## src/rtl/alu_seq.sv

```systemverilog
// Sequential ALU with valid/ready handshakes on both sides.
// SLL is done iteratively, one bit per cycle; every other operation completes in one cycle.
module alu_seq #(
    parameter int WIDTH   = 32,
    parameter int SHAMT_W = 5
) (
    input  logic               clk,
    input  logic               rst_n,
    input  logic               in_valid,
    output logic               in_ready,
    input  logic [1:0]         aluop,
    input  logic [5:0]         funct,
    input  logic [WIDTH-1:0]   a,
    input  logic [WIDTH-1:0]   b,
    output logic               out_valid,
    input  logic               out_ready,
    output logic [WIDTH-1:0]   result,
    output logic               zero,
    output logic               lt,
    output logic               illegal
);

    typedef enum logic [1:0] {IDLE, SHIFT, DONE} state_t;
    typedef enum logic [2:0] {OP_ADD, OP_SUB, OP_SLL, OP_MOVE, OP_NAND, OP_OR} op_t;

    state_t             state_q, state_d;
    logic [WIDTH-1:0]   result_q, result_d;
    logic               zero_q, zero_d;
    logic               lt_q, lt_d;
    logic               illegal_q, illegal_d;
    logic [SHAMT_W-1:0] cnt_q, cnt_d;

    op_t                op;
    logic               op_illegal;
    logic [WIDTH-1:0]   alu_out;
    logic [WIDTH-1:0]   shifted;
    logic [SHAMT_W-1:0] shamt;

    assign shamt   = b[SHAMT_W-1:0];
    assign shifted = {result_q[WIDTH-2:0], 1'b0};

    always_comb begin
        op         = OP_ADD;
        op_illegal = 1'b0;
        case (aluop)
            2'b00: op = OP_ADD;
            2'b01: op = OP_SUB;
            2'b10: begin
                case (funct)
                    6'd1:    op = OP_SLL;
                    6'd2:    op = OP_MOVE;
                    6'd3:    op = OP_NAND;
                    6'd4:    op = OP_OR;
                    6'd5:    op = OP_ADD;
                    default: op_illegal = 1'b1;
                endcase
            end
            default: op_illegal = 1'b1;
        endcase
    end

    // SLL yields a here; only a zero count finishes it without entering SHIFT
    always_comb begin
        alu_out = a + b;
        case (op)
            OP_SUB:  alu_out = a - b;
            OP_SLL:  alu_out = a;
            OP_MOVE: alu_out = a;
            OP_NAND: alu_out = ~(a & b);
            OP_OR:   alu_out = a | b;
            default: alu_out = a + b;
        endcase
    end

    always_comb begin
        state_d   = state_q;
        result_d  = result_q;
        zero_d    = zero_q;
        lt_d      = lt_q;
        illegal_d = illegal_q;
        cnt_d     = cnt_q;
        in_ready  = 1'b0;
        out_valid = 1'b0;
        case (state_q)
            IDLE: begin
                in_ready = 1'b1;
                if (in_valid) begin
                    if (op == OP_SLL && shamt != '0) begin
                        result_d  = a;
                        cnt_d     = shamt;
                        zero_d    = 1'b0;
                        lt_d      = 1'b0;
                        illegal_d = 1'b0;
                        state_d   = SHIFT;
                    end else begin
                        result_d  = alu_out;
                        zero_d    = (alu_out == '0);
                        lt_d      = (op == OP_SUB) && ($signed(a) < $signed(b));
                        illegal_d = op_illegal;
                        state_d   = DONE;
                    end
                end
            end
            SHIFT: begin
                result_d = shifted;
                cnt_d    = cnt_q - SHAMT_W'(1);
                if (cnt_q == SHAMT_W'(1)) begin
                    zero_d  = (shifted == '0);
                    state_d = DONE;
                end
            end
            DONE: begin
                out_valid = 1'b1;
                if (out_ready) state_d = IDLE;
            end
            default: state_d = IDLE;
        endcase
    end

    always_ff @(posedge clk) begin
        if (!rst_n) begin
            state_q   <= IDLE;
            result_q  <= '0;
            zero_q    <= 1'b0;
            lt_q      <= 1'b0;
            illegal_q <= 1'b0;
            cnt_q     <= '0;
        end else begin
            state_q   <= state_d;
            result_q  <= result_d;
            zero_q    <= zero_d;
            lt_q      <= lt_d;
            illegal_q <= illegal_d;
            cnt_q     <= cnt_d;
        end
    end

    assign result  = result_q;
    assign zero    = zero_q;
    assign lt      = lt_q;
    assign illegal = illegal_q;

endmodule

```

## config.mk

```make
export PLATFORM = sky130hd
export DESIGN_NAME = alu_seq
export DESIGN_NICKNAME = d
export VERILOG_FILES = /design/src/rtl/alu_seq.sv
export SDC_FILE = /design/constraint.sdc
export NUM_CORES = 1
export LEC_CHECK = 0
export BUFFER_PORTS_ARGS = -buffer_cell sky130_fd_sc_hd__clkbuf_2
export CAP_MARGIN = 10
export CORE_MARGIN = 2
export CORE_UTILIZATION = 40
export CTS_BUF_LIST = sky130_fd_sc_hd__clkbuf_16
export CTS_CLUSTER_SIZE = 25
export DETAILED_ROUTE_END_ITERATION = 10
export GPL_TIMING_DRIVEN = 0
export PLACE_DENSITY_LB_ADDON = 0.05
export SYNTH_ARGS = -nofsm -noshare
export SYNTH_HDL_FRONTEND = slang
export SYNTH_SLANG_ARGS = --single-unit
```

## constraint.sdc

```tcl
create_clock -name clk -period 7.35 [get_ports clk]
set_clock_uncertainty 0.05 [all_clocks]
set_input_delay 1.47 -clock clk [delete_from_list [all_inputs] [get_ports clk]]
set_output_delay 1.47 -clock clk [all_outputs]
set_load 0.1 [all_outputs]
```

Yosys cells after proc, flatten, opt, wreduce, memory -nomap -nowiden --
Index checks and enable logic that the tools add are counted.
Operators by class: $add $sub $neg 3, magnitude comparators 1, eq/ne operators 19, mux-type cells 24, bitwise logic cells 3, reductions and logical operators 16
Operators by type and width (count):
- one-hot mux 32 bit (4 select lines) | 1
- zero test 32 bit | 2
- 2-to-1 mux 32 bit | 2
- one-hot mux 32 bit (2 select lines) | 1
- adder 32 bit | 1
- bitwise AND 32 bit | 1
- < comparator 32 bit | 1
- NOT 32 bit | 1
- OR 32 bit | 1
- subtractor 32 bit | 1
- equality test 6 x 2 -> 1 bit (second input constant) | 2
- equality test 6 x 3 -> 1 bit (second input constant) | 2
- one-hot mux 3 bit (4 select lines) | 1
- 2-to-1 mux 5 bit | 2
- one-hot mux 5 bit (2 select lines) | 1
- AND reduction 3 bit | 3
- 2-to-1 mux 1 bit | 8
- 2-to-1 mux 2 bit | 4
- inequality test 2 bit (second input constant) | 4
- equality test 3 x 2 -> 1 bit (second input constant) | 2
- equality test 3 bit (second input constant) | 2
- equality test 6 x 1 -> 1 bit (second input constant) | 1
- one-hot mux 2 bit (3 select lines) | 1
- one-hot mux 3 bit (2 select lines) | 1
- 13 further kinds | 20
Storage, ports and cells: bits in registers 42, input bits 76, output and inout bits 37, word-level logic and storage cells 72

Logic depth before layout (Yosys ltp) --
word-level depth 10, gate-level depth with buffers 15, depth with buffers taken out 15

Worst setup path before layout --
OpenSTA, ideal clock, no wires.
path kind input to register, start point input port a[0], end point register zero_q, in the netlist zero, library setup time 84 ps, data arrival time 4517 ps, data required time 7216 ps, setup slack 2699 ps, stages 15, buffers on the path 0, path through inv_1 ha_1 inv_1 fa_1 nor2b_1 o2111ai_1 o211ai_1 o2111ai_1 nand2_1 a211oi_1 mux2_1 or3_1 nor4_1 nand4_1 o31ai_2
On the way: cells in the longest elaborated chain, start to end 7, elaborated cells on any way between the ends 10, classes of those cells add/sub: 2; mux: 4; bitwise: 3; reduce/logical: 1
RTL lines:
- from (decl) | line 13 | input logic [WIDTH-1:0] a,
- branches (longest 2 deep; another with adder 32 bit)
- one-hot mux 32 bit (4 select lines) * | line 65 | case (op)
- zero test 32 bit * | line 97 | zero_d = (alu_out == '0);
- 2-to-1 mux 1 bit * | line 88 | if (op == OP_SLL && shamt != '0) begin
- 2-to-1 mux 1 bit * | line 87 | if (in_valid) begin
- one-hot mux 1 bit (2 select lines) * | line 84 | case (state_q)
- to (signal assigned) | line 131 | zero_q <= zero_d;
- to (decl) | line 28 | logic zero_q, zero_d;
Mark *: on every way between the ends. The select of a mux whose other input is x is not followed. A chain may end at the register's enable or synchronous reset.

Worst setup path after layout --
Same ends and word-level chain as after synthesis.

==> run metrics <==
DRC=0; Synth Instances=1,090; proportion of layout cells with a drive suffix above 1=13.0%; Critical Path RT=7.51 ns; Yosys top cell by area=ha_1; Mapped Area=7460 sq um; WL/cell=20.8 um; via/cell ratio=6.07; Worst setup EP type=flop; Hold Fails Final Rpt=0; DR vias=8,735; Die Area=19,800 sq um; number of diodes=0; Synth Net Count=1,269; post-CTS sizing=0; fin util=46.7%; Max-Cap Viols=0; CTS clk-pin slew, worst paths=0.06 ns; synthesized flop and latch total=42; Hold WS=0.413 ns; initial antenna violation count=0; final WL=29,900 um; largest net degree at the start of global routing=14; Worst VDD drop=0.0000887 V; hpwl dp=24,400 um; top_reg_cell synth=dfxtp_1; CTS Buffer Depth=2; post-synth cell types=82; startpoint class of the critical path=input pin; grt ovf=0; cts hold-fix bufs=0; post-synthesis sequential area ratio=11.3%; nets@finish=1,387; FF/Latch Area=841 sq um; DIE WIDTH=141 um; fmax=178 MHz; Leakage Power=3.74 nW; Slew @ Worst Pin=0.926 ns; final worst slack=1.74 ns; starting density of the core=41.1%; drt pass-1 iters=5; Port Buffers=111; status=complete, no violations; root buf cell=clkbuf_16; # rows=49; syn_area_per_cell=6.84 sq um; vias in the first global route=7,944; top cell type's share of synthesized area=16.9%; clk sinks=42; Setup violations, final=0; max_slew headroom=38.3%; first-pass GRT wire length=46,100 um; pwr dens=146 nW/um^2; clk_lat worst skew=0.29 ns; area of the core=18,100 sq um; CTS Buf Count=5; Syn. warnings=0; Async S/R FF share, synth=0%; GRT Resource Usage Total=29.7%; Fill cells=1,993; uppermost layer routed=met4; postcts setup bufs=0; met2 wire len=13,200 um; Setup Crit Path Kind=input pin to flop; final worst path period share=76.3%; worst hold-check path type=flop to flop; DP Worst Slack=1.59 ns; DRT iter0 DRCs=916; CTS HTree Levels=2; Tmin final=5.61 ns; Post-synth EDFFs=0; Metal-1 WL=13,800 um; Final Power=1.23 mW; setup TNS=0 ns; unrepaired setup endpoints after global routing=false; met3 routed WL=2270 um; # IOs=113; area occupied by multi-input gates=6010 sq um; CTS tree=yes; number of antenna-violating nets in the routed design=0; Synth area leaders=ha_1, dfxtp_1, a21oi_1; Die Y=141 um; Slew Limit Fails=0; area grow syn2layout=13.5%; Crit Path Max Fanout=5; CP Data Arrival Time=5.77 ns; Placer Congestion=0.986
==> cell type report <==
class / count / area share, %
repair buffers: 111 / 6.56
inverters: 92 / 4.08
clock buffers: 5 / 1.48
plain buffers: 65 / 3.13
multi-input cells: 891 / 71.0
clock inverters: 3 / 0.488
flip-flops and latches: 42 / 9.93
well taps: 229 / 3.38
==> cells in the mapped netlist (8+ instances only) <==
cell	number
nor2_1	129
a21oi_1	104
ha_1	101
inv_1	92
nand2_1	87
o21ai_0	57
clkbuf_1	52
dfxtp_1	42
a22oi_1	26
nor3_1	26
nand3_1	22
a211oi_1	20
o221ai_1	20
nor4_1	18
nor2b_1	17
or3_1	17
xnor2_1	16
o211ai_1	15
a31oi_1	14
o21bai_1	14
o22ai_1	13
a221oi_1	11
nand2b_1	11
nand4_1	10
o21a_1	9
and2_1	8
==> cell usage in the layout, fill, tap and decap left out, drive strengths merged, types with 14 or more instances in the layout <==
cell / synthesis / final
a211oi: 20 / 20
nor2: 129 / 129
ha: 101 / 101
xnor2: 16 / 16
nand2: 88 / 88
clkbuf: 53 / 169
dfxtp: 42 / 42
o21bai: 14 / 14
nor3: 27 / 27
o221ai: 21 / 21
nor4: 19 / 19
inv: 92 / 93
a21oi: 104 / 104
nand3: 22 / 22
o21ai: 59 / 59
a31oi: 14 / 14
a22oi: 26 / 26
o211ai: 15 / 15
or3: 18 / 18
nor2b: 17 / 17
==> registers in the layout (all words and copies together) (netlist names) <==
register	count
cnt_q	5
illegal	1
lt	1
result	32
state_q	2
zero	1
==> worst paths after layout <==
path,depth (start not counted),from,end,slack [ns]
worst max-delay path,16,a[0],zero,1.74
worst min-delay path,2,lt,lt,0.41
worst max register to register,10,state_q[0],zero,4.41
worst min register to register,2,lt,lt,0.41
==> cell families (layout without fill, tap and decap cells) <==
family	count (synthesis)	after routing	synth area share, %
AND/OR/NAND/NOR	386	386	25.3
AO/OA/AOI/OAI	375	375	34.4
buffers and inverters	157	276	8.19
adder cells (fa/ha/maj)	103	103	17.5
flip-flops	42	42	11.3
XOR/XNOR	20	20	2.35
multiplexers	7	7	0.990
==> through the flow <==
| step | instance area, sq um | std cells |
|---|---|---|
| 5_1_grt | 8470 | 1438 |
| 3_3_place_gp | 8300 | 1430 |
| 6_report | 8470 | 1438 |
| 4_1_cts | 8470 | 1438 |
| 2_1_floorplan | 7460 | 1090 |
| 3_5_place_dp | 8300 | 1430 |
==> power breakdown <==
part           internal, mW  switching (mW)
clock network         0.159          0.0962
registers             0.247          0.0219
logic                 0.209           0.500
total                 0.615           0.619
==> worst max-delay path, stage by stage <==
cell and delay [ns]:
clkbuf_2 0.11, inv_1 0.08, ha_1 0.18, inv_1 0.06, fa_1 0.39, nor2b_1 0.16
o2111ai_1 0.46, a21oi_1 0.20, o21ai_0 0.31, a21oi_1 0.12, nor3b_1 0.72, o211ai_1 0.22
or4_1 0.58, nor4_2 0.27, nand4_1 0.23, o31ai_2 0.22
==> metal layers <==
layer / GRT usage, % / vias to the layer above
met5: 0 / -
met3: 3.56 / 40
li1: - / 4243
met2: 47.8 / 363
met4: 7.53 / 0
met1: 42.1 / 4089
Power figures use the tool's default switching activity.
